`src/rtl/div_pkg.sv`:
```
// Shared types and constants for the multi-cycle restoring divider (DIV/DIVU).
package div_pkg;

    localparam int DIV_WIDTH = 32;
    localparam int DIV_CNT_W = 6;

    localparam logic [DIV_WIDTH-1:0] DIV_ZERO_QUOT = '1;

    typedef enum logic [1:0] {
        IDLE,
        CALC,
        FIX,
        DONE
    } div_state_t;

endpackage

```
`src/rtl/div_if.sv`:
```
// Start/busy/done handshake and operand/result bus between control unit and divider.
// div_unsigned exists only when DIV_UNSIGNED_EN is defined.
interface div_if #(
    parameter int DATA_WIDTH = div_pkg::DIV_WIDTH
);
    logic                  div_start;
    logic [DATA_WIDTH-1:0] dividend;
    logic [DATA_WIDTH-1:0] divisor;
`ifdef DIV_UNSIGNED_EN
    logic                  div_unsigned;
`endif
    logic [DATA_WIDTH-1:0] hi_div;
    logic [DATA_WIDTH-1:0] lo_div;
    logic                  div_busy;
    logic                  div_done;
    logic                  div_zero;

    modport master (
`ifdef DIV_UNSIGNED_EN
        output div_unsigned,
`endif
        output div_start,
        output dividend,
        output divisor,
        input  hi_div,
        input  lo_div,
        input  div_busy,
        input  div_done,
        input  div_zero
    );

    modport slave (
`ifdef DIV_UNSIGNED_EN
        input  div_unsigned,
`endif
        input  div_start,
        input  dividend,
        input  divisor,
        output hi_div,
        output lo_div,
        output div_busy,
        output div_done,
        output div_zero
    );

endinterface

```
`src/rtl/div_step.sv`:
```
// One combinational restoring-division iteration on unsigned magnitudes.
module div_step
    import div_pkg::*;
#(
    parameter int WIDTH = DIV_WIDTH
) (
    input  logic [WIDTH-1:0] rem,
    input  logic [WIDTH-1:0] quo,
    input  logic [WIDTH-1:0] dsr,
    output logic [WIDTH-1:0] rem_next,
    output logic [WIDTH-1:0] quo_next
);

    logic [WIDTH:0] shifted;
    logic           take;

    // The shifted remainder can exceed WIDTH bits, so the compare is one bit wider.
    assign shifted  = {rem, quo[WIDTH-1]};
    assign take     = (shifted >= {1'b0, dsr});
    assign rem_next = take ? WIDTH'(shifted - {1'b0, dsr}) : shifted[WIDTH-1:0];
    assign quo_next = {quo[WIDTH-2:0], take};

endmodule

```
`src/rtl/div.sv`:
```
// Multi-cycle signed 32-bit divider: quotient on lo_div, remainder on hi_div.
// Define DIV_UNSIGNED_EN to add the div_unsigned input (DIVU support).
module div
    import div_pkg::*;
#(
    parameter int DATA_WIDTH = DIV_WIDTH
) (
    input  logic clock,
    input  logic reset,
    div_if.slave bus
);

    localparam logic [DIV_CNT_W-1:0] LAST_STEP = DIV_CNT_W'(DATA_WIDTH - 1);

    div_state_t            state;
    div_state_t            state_next;
    logic [DATA_WIDTH-1:0] rem;
    logic [DATA_WIDTH-1:0] quo;
    logic [DATA_WIDTH-1:0] dsr;
    logic [DATA_WIDTH-1:0] rem_step;
    logic [DATA_WIDTH-1:0] quo_step;
    logic [DATA_WIDTH-1:0] hi_q;
    logic [DATA_WIDTH-1:0] lo_q;
    logic [DATA_WIDTH-1:0] dvd_mag;
    logic [DATA_WIDTH-1:0] dsr_mag;
    logic [DIV_CNT_W-1:0]  count;
    logic                  quo_neg;
    logic                  rem_neg;
    logic                  zero_q;
    logic                  busy;
    logic                  done;
    logic                  uns;
    logic                  dvd_neg;
    logic                  dsr_neg;
    logic                  start_ok;
    logic                  divisor_zero;

`ifdef DIV_UNSIGNED_EN
    assign uns = bus.div_unsigned;
`else
    assign uns = 1'b0;
`endif

    // Unsigned mode takes raw operands as magnitudes; |0x80000000| stays 0x80000000.
    assign dvd_neg      = ~uns & bus.dividend[DATA_WIDTH-1];
    assign dsr_neg      = ~uns & bus.divisor[DATA_WIDTH-1];
    assign dvd_mag      = dvd_neg ? -bus.dividend : bus.dividend;
    assign dsr_mag      = dsr_neg ? -bus.divisor : bus.divisor;
    assign start_ok     = (state == IDLE) && bus.div_start;
    assign divisor_zero = (bus.divisor == '0);

    div_step #(.WIDTH(DATA_WIDTH)) u_step (
        .rem      (rem),
        .quo      (quo),
        .dsr      (dsr),
        .rem_next (rem_step),
        .quo_next (quo_step)
    );

    always_ff @(posedge clock) begin
        if (reset) begin
            state <= IDLE;
        end else begin
            state <= state_next;
        end
    end

    always_comb begin
        state_next = state;
        busy       = 1'b0;
        done       = 1'b0;
        case (state)
            IDLE: begin
                if (bus.div_start) begin
                    state_next = divisor_zero ? DONE : CALC;
                end
            end
            CALC: begin
                busy = 1'b1;
                if (count == LAST_STEP) begin
                    state_next = FIX;
                end
            end
            FIX: begin
                busy       = 1'b1;
                state_next = DONE;
            end
            DONE: begin
                done       = 1'b1;
                state_next = IDLE;
            end
            default: state_next = IDLE;
        endcase
    end

    // Results are only written on FIX or a divide-by-zero start, so they hold otherwise.
    always_ff @(posedge clock) begin
        if (reset) begin
            rem     <= '0;
            quo     <= '0;
            dsr     <= '0;
            hi_q    <= '0;
            lo_q    <= '0;
            count   <= '0;
            quo_neg <= 1'b0;
            rem_neg <= 1'b0;
            zero_q  <= 1'b0;
        end else begin
            case (state)
                IDLE: begin
                    if (start_ok) begin
                        zero_q <= divisor_zero;
                        if (divisor_zero) begin
                            hi_q <= bus.dividend;
                            lo_q <= DATA_WIDTH'(DIV_ZERO_QUOT);
                        end else begin
                            rem     <= '0;
                            quo     <= dvd_mag;
                            dsr     <= dsr_mag;
                            quo_neg <= dvd_neg ^ dsr_neg;
                            rem_neg <= dvd_neg;
                            count   <= '0;
                        end
                    end
                end
                CALC: begin
                    rem   <= rem_step;
                    quo   <= quo_step;
                    count <= count + 1'b1;
                end
                FIX: begin
                    lo_q <= quo_neg ? -quo : quo;
                    hi_q <= rem_neg ? -rem : rem;
                end
                default: ;
            endcase
        end
    end

    assign bus.hi_div   = hi_q;
    assign bus.lo_div   = lo_q;
    assign bus.div_busy = busy;
    assign bus.div_done = done;
    assign bus.div_zero = zero_q;

endmodule

```
`src/flat_wrapper.sv`:
```
// flat-port wrapper written by rule: the top's interface ports become plain ports
module div_flat import div_pkg::*;
#(
    parameter int DATA_WIDTH = DIV_WIDTH
)
  (clock, reset, bus_div_start, bus_dividend, bus_divisor, bus_hi_div, bus_lo_div, bus_div_busy, bus_div_done, bus_div_zero);
  div_if #(.DATA_WIDTH(DATA_WIDTH)) bus_i ();
  input  logic clock;
  input  logic reset;
  input wire logic [$bits(bus_i.div_start)-1:0] bus_div_start;
  input wire logic [$bits(bus_i.dividend)-1:0] bus_dividend;
  input wire logic [$bits(bus_i.divisor)-1:0] bus_divisor;
  output wire logic [$bits(bus_i.hi_div)-1:0] bus_hi_div;
  output wire logic [$bits(bus_i.lo_div)-1:0] bus_lo_div;
  output wire logic [$bits(bus_i.div_busy)-1:0] bus_div_busy;
  output wire logic [$bits(bus_i.div_done)-1:0] bus_div_done;
  output wire logic [$bits(bus_i.div_zero)-1:0] bus_div_zero;
  assign bus_i.div_start = bus_div_start;
  assign bus_i.dividend = bus_dividend;
  assign bus_i.divisor = bus_divisor;
  assign bus_hi_div = bus_i.hi_div;
  assign bus_lo_div = bus_i.lo_div;
  assign bus_div_busy = bus_i.div_busy;
  assign bus_div_done = bus_i.div_done;
  assign bus_div_zero = bus_i.div_zero;
  div #(.DATA_WIDTH(DATA_WIDTH)) u_core (.clock(clock), .reset(reset), .bus(bus_i));
endmodule
```
`config.mk`:
```
export PLATFORM = sky130hd
export DESIGN_NAME = div_flat
export DESIGN_NICKNAME = d
export VERILOG_FILES = /design/src/rtl/div_pkg.sv /design/src/rtl/div_if.sv /design/src/rtl/div_step.sv /design/src/rtl/div.sv /design/src/flat_wrapper.sv
export SDC_FILE = /design/constraint.sdc
export NUM_CORES = 1
export LEC_CHECK = 0
export ABC_AREA = 1
export CELL_PAD_IN_SITES_DETAIL_PLACEMENT = 1
export CELL_PAD_IN_SITES_GLOBAL_PLACEMENT = 1
export CORE_ASPECT_RATIO = 2
export CORE_MARGIN = 4
export CORE_UTILIZATION = 49
export DETAILED_ROUTE_END_ITERATION = 10
export DONT_BUFFER_PORTS = 1
export GPL_ROUTABILITY_DRIVEN = 0
export PLACE_DENSITY = 0.95
export SLEW_MARGIN = 30
export SYNTH_ARGS = -nofsm -noshare
export SYNTH_HDL_FRONTEND = slang
export SYNTH_SLANG_ARGS = --single-unit
export TNS_END_PERCENT = 50
```
`constraint.sdc`:
```
create_clock -name clock -period 3 [get_ports clock]
set_input_delay 0.6 -clock clock [delete_from_list [all_inputs] [get_ports clock]]
set_output_delay 0.6 -clock clock [all_outputs]
set_load 0.02 [all_outputs]
```
# Yosys cells after proc, flatten, opt, wreduce, memory -nomap -nowiden
# Index checks and enable logic that the tools add are counted.
[word_totals] ff_bits=171 in_bits=67 word_cells=65
[classes] add_sub_neg=6 n_lt_le_gt_ge=1 n_eq_ne=9 n_mux=26 n_bitwise=2 reduce_logical=11
[op_table] cell="$mux W32" count=13
[op_table] cell="$pmux W32 S2" count=4
[op_table] cell="$neg A32 Y32" count=4
[op_table] cell="$ge A33 B32 Y1" count=1
[op_table] cell="$logic_not A32 Y1" count=1
[op_table] cell="$sub A32 B32 Y32" count=1
[op_table] cell="$mux W6" count=2
[op_table] cell="$pmux W6 S2" count=1
[op_table] cell="$reduce_and A3 Y1" count=3
[op_table] cell="$pmux W2 S4" count=1
[op_table] cell="$add A6 B1 Y6 const B" count=1
[op_table] cell="$eq A6 B5 Y1 const B" count=1
[op_table] cell="$mux W2" count=3
[op_table] cell="$ne A2 B1 Y1 const B" count=3
[op_table] cell="$eq A2 B2 Y1 const B" count=2
[op_table] cell="$ne A2 B2 Y1 const B" count=2
[op_table] cell="$reduce_and A2 Y1" count=2
[op_table] cell="$reduce_bool A2 Y1" count=2
[op_table] cell="$eq A2 B1 Y1 const B" count=1
[op_table] cell="$logic_not A2 Y1" count=1
[op_table] cell="$mux W1" count=2
[op_table] cell="$reduce_or A2 Y1" count=1
[op_table] cell="$logic_and A1 B1 Y1" count=1
[op_table] cell="$not A1 Y1" count=1
[op_table] cell="$xor A1 B1 Y1" count=1

# Depth between registers and ports, before layout
# Gate-level depths: netlist of the first run.
[depth] depth_word=5 ltp_mapped=16 ltp_nobuf=16

# Cells and area by module
# Synthesis of the first run repeated with hierarchy kept, for this count alone.
[hier_totals] hier_cells=2392 area_unflattened_um2=13840.8
[by_module_without_submodules] module="div" instances=1 cells_per_inst=1716 area_each_um2=10490.1 seq_area_each_um2=3423.3
[by_module_without_submodules] module="div_step" instances=1 cells_per_inst=676 area_each_um2=3350.7 seq_area_each_um2=0.0

# Worst setup path before layout of the first run
# Ideal clock, no wire load.
[synth_timing] path_type="input-to-reg" from="in bus_divisor[1]" to="reg u_core.rem[28]" setup_time_ps=132 arrival_ps=1959 required_ps=2868 path_slack_ps=908 stages=15 cell_sequence="inv_1 ha_1 nand3_1 nor2_1 nand2_1 nor2_4 nand2_2 nand3_2 buf_6 nor2_8 buf_6 nand2_1 nand2_1 nand2_1 a21oi_1"
[synth_between] elab_chain_len=3
[synth_lines] element="start: declaration" line_no="flat_wrapper.sv:12" text="input wire logic [$bits(bus_i.divisor)-1:0] bus_divisor;"
[synth_lines] element="$logic_not A32 Y1" line_no="div.sv:50" text="assign divisor_zero = (bus.divisor == '0);"
[synth_lines] element="$ne A2 B2 Y1 (no source line)"
[synth_lines] element="$reduce_and A3 Y1 (no source line)"
[synth_lines] element="end signal: assignment" line_no="div.sv:127" text="rem <= rem_step;"
[synth_lines] element="end: declaration" line_no="div.sv:17" text="logic [DATA_WIDTH-1:0] rem;"
# Every way passes these cells.
# A chain may end at the register's enable or synchronous reset.

# Worst setup path after layout of the first run
[layout_timing] from="reg u_core.rem[24]" to="reg u_core.rem[28]"
[layout_between] elab_chain_len=3
[layout_lines] element="$sub A32 B32 Y32 / $ge A33 B32 Y1 (equally long branches)" line_no="div_step.sv:20, div_step.sv:19"
[layout_lines] element="$mux W32 (*)" line_no="div_step.sv:20" text="assign rem_next = take ? WIDTH'(shifted - {1'b0, dsr}) : shifted[WIDTH-1:0];"
[layout_lines] element="$pmux W32 S2 (*)" line_no="div.sv:109" text="case (state)"
# Mark *: on every way between the ends. The rest lies on a longest branch, timed or not.

==> summary.md, run 1 <==
| Metric | Value |
|---|---|
| WL per Instance | 25.8 um |
| Crit path max fanout | 33 |
| CP dominant cell by count | nand2_1 |
| Crit-path max cell delay | 0.50 ns |
| Root Driver | clkbuf_16 |
| Die area | 0.0297 mm2 |
| Sum of net half-perimeters after detailed placement | 45300 um |
| Avg Vias per Cell | 6.31 |
| Initial Utilization | 49.9% |
| Iter 0 DRT Violations | 1360 |
| Worst Setup Path Type | flip-flop to flip-flop |
| Core Region | 0.0264 mm2 |
| Grt ovf | 0 |
| Vias in the first global route | 17000 |
| Synthesized area per cell | 6.06 um2 |
| Clk slew on worst S/H paths | 0.08 ns |
| Die height | 240 um |
| Num ports | 134 |
| Layout cells sized above 1 | 6.46% |
| Synth Cell Area | 0.0132 mm2 |
| Worst Clk Skew | 0.0101 ns |
| R2R depth | 13 |
| Worst slew margin | 27.5% |
| Critical-path cell list | ha_1, nand2_1, nor2_2, nand2_1, nor2_1, nand2_2, nor2_8, nor2_8, nand2_8, nand2_2, nand2_1, nand2_1, a21oi_1 |
| Area grow syn2layout | 6.11% |
| Setup Fix Bufs, Post-CTS | 0 |
| Final Cycle Share | 99.2% |
| Drc violations | 0 |
| CP Data Required Time | 3.42 ns |
| Initial antenna violation count | 2 |
| Worst path arrival time | 3.40 ns |
| Leading register cell type out of synthesis | dfxtp_1 |
| Yosys top cell area share | 26.0% |
| Largest cells by area after synthesis | dfxtp_1, nand2_1, inv_1 |
| Syn nets | 2285 |
| YS warnings | 0 |
| Fin crit period | 2.98 ns |
| Die Width | 124 um |
| Post-route ant nets | 0 |
| Via count | 15800 |
| CTS buffer count | 17 |
| RSZ-0062 raised after global routing | no |
| Final nets | 2247 |
| Clk sinks | 171 |
| Port-buffer cells | 0 |
| Worst setup SP type | flip-flop |
| Hold crit path type | input pin to flip-flop |
| Post_cts resized | 0 |
| Setup_tns | 0 ns |
| FMAX | 0.336 GHz |
| Final setup fails | 0 |
| Clock Latency Late Sink | 0.49 ns |
| Maximum capacitance violations | 0 |
| Post-synthesis sequential area ratio | 26.0% |
| Status | complete, no violations |
| Hold path depth | 1 |
| First-pass GRT wire length | 97700 um |
| Synth cell types | 47 |
| CTS H-tree depth | 4 |
| TritonRoute pass-1 iters | 6 |
| Core Util, Final | 53.0% |
| Syn Inst Count | 2176 |
| Count of pins over their slew limit | 0 |
| Clock Path Buffers | 2 |
| Area leader, netlist | dfxtp_1 |
| Post-synth EDFFs | 0 |
| Worst Setup End Kind | flip-flop |
| TritonCTS clock tree | yes |
| Row count | 84 |
| Ys async rst share | 0% |
| Final Hold Viols | 0 |
| Gr usage total | 44.3% |
| Largest net degree at the start of global routing | 70 |
| Filler cell count | 3751 |
| WL final | 64400 um |
| Worst path slowest cell | ha_1 |
| Worst slew pin tran | 1.08 ns |
| Synth Register Bits | 171 |
| Hold bufs inserted after CTS | 0 |
-- final timing paths --
kind                           startpoint                                  to  slack [ns]
max           u_core.rem[24]$_SDFFE_PP0P_         u_core.rem[28]$_SDFFE_PP0P_        0.02
max reg2reg   u_core.rem[24]$_SDFFE_PP0P_         u_core.rem[28]$_SDFFE_PP0P_        0.02
min reg2reg  u_core.count[4]$_SDFFE_PP0P_        u_core.count[4]$_SDFFE_PP0P_        0.45
min                                 reset  u_core.bus.hi_div[23]$_SDFFE_PP0P_        0.20
-- critical path, delay by kind of cell (launching register included) --
| kind | cells | cell delay, ns |
|---|---|---|
| AOI/OAI and AO/OA | 1 | 0.11 |
| adders and majority gates | 1 | 0.50 |
| DFF | 1 | 0.47 |
| and+or+nand+nor | 11 | 1.81 |
-- cell type report --
type,instances,area [um2],area share (%)
Tap cell,344,430,3.08
Timing Repair Buffer,26,208,1.49
Clock buffer,17,425,3.04
Multi-Input combinational cell,1621,8180,58.5
Inverter,301,1130,8.08
Clock inverter,15,173,1.24
Sequential cell,171,3420,24.5
Antenna cell,3,7.51,0.0537
-- layout by cell type, fill, tap and decap left out, drive strengths merged, types with 3 or more instances in the layout --
cell      n
a211oi    3
a21oi   177
a31oi    25
and2      3
buf      26
clkbuf   17
clkinv    6
dfxtp   171
diode     3
ha       41
inv     309
nand2   591
nand3   212
nand3b    9
nand4    29
nor2    216
nor3     34
nor3b     3
nor4      3
o211ai    7
o21a      3
o21ai   148
o21bai    4
o22ai    18
o31ai     5
or2      11
xnor2    22
xor2     54
-- metrics by stage --
stage | instance area (um2) | setup slack (ns) | instances | hold slack (ns)
6_report | 14000 | 0.0233 | 2498 | 0.198
3_3_place_gp | 13400 | 0.292 | 2463 | 0.439
4_1_cts | 14000 | 0.173 | 2495 | 0.181
5_1_grt | 14000 | 0.0638 | 2495 | 0.178
3_5_place_dp | 13400 | 0.151 | 2463 | 0.443
2_1_floorplan | 13200 | 0.908 | 2176 | 0.425
-- logic make-up after synthesis --
family          Yosys count  synth area share, %
xor+xnor                 76                 5.05
buf+inv                 384                 11.9
fa+ha+maj                42                 4.05
simple gates           1113                 37.2
compound gates          390                 15.8
flops                   171                 26.0
-- cells in the mapped netlist, types with 4 or more instances --
cell        n
buf_6      10
xnor2_1    22
nand2_1   573
nor2_4      5
nand3_2    11
nor3_1     31
o22ai_1    18
o21ai_0   138
ha_1       41
o211ai_1    7
dfxtp_1   171
inv_2      13
nand2_2    15
nor2_2     12
o31ai_1     5
buf_4       9
nand3b_1    9
nor2_1    196
a21oi_1   175
buf_2      17
or2_2      10
buf_1       4
clkbuf_1   43
inv_1     287
nand3_1   201
a31oi_1    25
o21ai_1     9
nand4_1    29
xor2_1     54
o21bai_1    4
-- routing by layer --
metal  vias to the layer above  GRT usage (%)  part of all wire, %
li1                       6955              -                    -
met3                       519           23.7                   11
met1                      7406           35.7                   28
met4                         4           47.1                   13
met5                         -           2.95                 0.11
met2                       882           71.0                   47
-- registers in the layout, indices dropped and copies added, names as in the netlist --
register and flops:
u_core.count 6, u_core.bus.div_zero 1, u_core.bus.lo_div 32, u_core.state 2, u_core.quo_neg 1, u_core.quo 32
u_core.rem 32, u_core.dsr 32, u_core.rem_neg 1, u_core.bus.hi_div 32
Power of run 1 is not shown: default switching activity piles up to over one toggle a cycle in this logic, so the estimate is an artifact.
==> inputs of run 2 (changes only) <==
--- a/config.mk
+++ b/config.mk
@@ -9,7 +9,7 @@
 export CELL_PAD_IN_SITES_DETAIL_PLACEMENT = 1
 export CELL_PAD_IN_SITES_GLOBAL_PLACEMENT = 1
 export CORE_ASPECT_RATIO = 2
-export CORE_MARGIN = 4
+export CORE_MARGIN = 5
 export CORE_UTILIZATION = 49
 export DETAILED_ROUTE_END_ITERATION = 10
 export DONT_BUFFER_PORTS = 1
==> summary.md, run 2 (synthesis gave the netlist of run 1 again) <==
| Metric | Value |
|---|---|
| Die area | 0.0305 mm2 |
| HP Start | reset |
| Clock Latency Late Sink | 0.46 ns |
| Final setup fails | 0 |
| Critical Path Start | u_core.rem[27]$_SDFFE_PP0P_ |
| Critical R2R Capture | u_core.rem[25]$_SDFFE_PP0P_ |
| Worst Setup End Kind | flip-flop |
| CP Data Required Time | 3.35 ns |
| Layout cells sized above 1 | 6.11% |
| Num ports | 134 |
| Root Driver | clkbuf_16 |
| Critical register-to-register path startpoint | u_core.rem[27]$_SDFFE_PP0P_ |
| Post-route ant nets | 0 |
| TritonCTS clock tree | yes |
| RSZ-0062 raised after global routing | no |
| Critical-path cell list | ha_1, a21oi_1, nand2_1, a21oi_1, nand2_2, nor2_8, buf_4, nand3_1, nand2_1, inv_2, nand2_1, a21oi_1 |
| Largest net degree at the start of global routing | 70 |
| Clk sinks | 171 |
| Worst path arrival time | 3.25 ns |
| FMAX | 0.344 GHz |
| Die height | 242 um |
| Row count | 85 |
| Diode count | 0 |
| Final nets | 2242 |
| Area grow syn2layout | 5.79% |
| Clk slew on worst S/H paths | 0.07 ns |
| Initial antenna violation count | 0 |
| Drc violations | 0 |
| Hold crit path type | input pin to flip-flop |
| Setup Fix Bufs, Post-CTS | 0 |
| CP delay by family, top | simple AND/OR/NAND/NOR gates |
| Worst Clk Skew | 0.0111 ns |
| Core Region | 0.0267 mm2 |
| Hold path depth | 1 |
| Grt ovf | 0 |
| WL final | 54100 um |
| Initial Utilization | 49.4% |
| Hold Path End | u_core.bus.hi_div[29]$_SDFFE_PP0P_ |
| WP buf/inv | 2 |
| Vias in the first global route | 16000 |
| CP Depth | 12 |
| Clock Path Buffers | 2 |
| Worst slew margin | 40.5% |
| WL per Instance | 21.7 um |
| Final Hold Viols | 0 |
| Most common cell after layout, fill and taps aside | nand2_1 |
| Setup_tns | 0 ns |
| Avg Vias per Cell | 6.12 |
| CTS buffer count | 17 |
| Filler cell count | 3736 |
| Worst setup SP type | flip-flop |
| Count of pins over their slew limit | 0 |
| Worst path slowest cell | dfxtp_1 |
| Crit-path max cell delay | 0.59 ns |
| Post_cts resized | 0 |
| Most frequent cells in the layout | nand2_1, inv_1, nand3_1 |
| Sum of net half-perimeters after detailed placement | 38800 um |
| Worst Setup Path Type | flip-flop to flip-flop |
| Gr usage total | 34.7% |
| Fin crit period | 2.91 ns |
| Crit path max fanout | 24 |
| Via count | 15200 |
| Maximum capacitance violations | 0 |
| Status | complete, no violations |
| Worst slew pin tran | 0.892 ns |
| Iter 0 DRT Violations | 1340 |
| Hold bufs inserted after CTS | 0 |
| TritonRoute pass-1 iters | 6 |
| FF-to-FF setup slack | 0.09 ns |
| Final Cycle Share | 96.9% |
| R2R depth | 12 |
| First-pass GRT wire length | 85600 um |
| CTS H-tree depth | 4 |
| Die Width | 126 um |
| Port-buffer cells | 0 |
run 2: changes by cell type in the layout (fill, tap and decap cells not counted), moves of 4 or more:
cell and change:
inv_6 -4, clkinv_8 -4, inv_8 -4, buf_4 -4
run 2: how the worst max path moves through the flow:
| stage | endpoint | slack [ns] |
|---|---|---|
| floorplan | u_core.rem[28]$_SDFFE_PP0P_ | 0.91 |
| global placement | u_core.quo[22]$_SDFFE_PP0P_ | 0.40 |
| detailed placement | u_core.quo[15]$_SDFFE_PP0P_ | 0.29 |
| CTS | u_core.rem[25]$_SDFFE_PP0P_ | 0.25 |
| global route | u_core.rem[25]$_SDFFE_PP0P_ | 0.08 |
| finish | u_core.rem[25]$_SDFFE_PP0P_ | 0.09 |
run 2: area by class of cell:
cell class	count	area (um2)	area share, %
Tap cell	348	435	3.12
Multi-Input combinational cell	1621	8180	58.7
Timing Repair Buffer	21	158	1.13
Clock inverter	9	139	0.996
Inverter	301	1130	8.11
Clock buffer	21	470	3.37
Sequential cell	171	3420	24.6
run 2: metal layers:
layer | GRT usage, % | vias up | share of wire, %
met5 | 0 | - | 0
met4 | 21.2 | 0 | 7.3
met3 | 7.30 | 266 | 7.1
met2 | 58.9 | 743 | 48
met1 | 39.3 | 7287 | 38
li1 | - | 6943 | -
run 2: metrics by stage:
stage	hold slack [ns]	utilization (%)	instances	cell area, um2	setup WS, ns
floorplan	0.425	-	2176	13200	0.908
global placement	0.437	49.9	2462	13300	0.396
detailed placement	0.485	49.9	2462	13300	0.292
CTS	0.188	52.2	2492	13900	0.249
global route	0.185	52.2	2492	13900	0.0753
finish	0.203	52.2	2492	13900	0.0943
Power of run 2 is left out for the same reason.
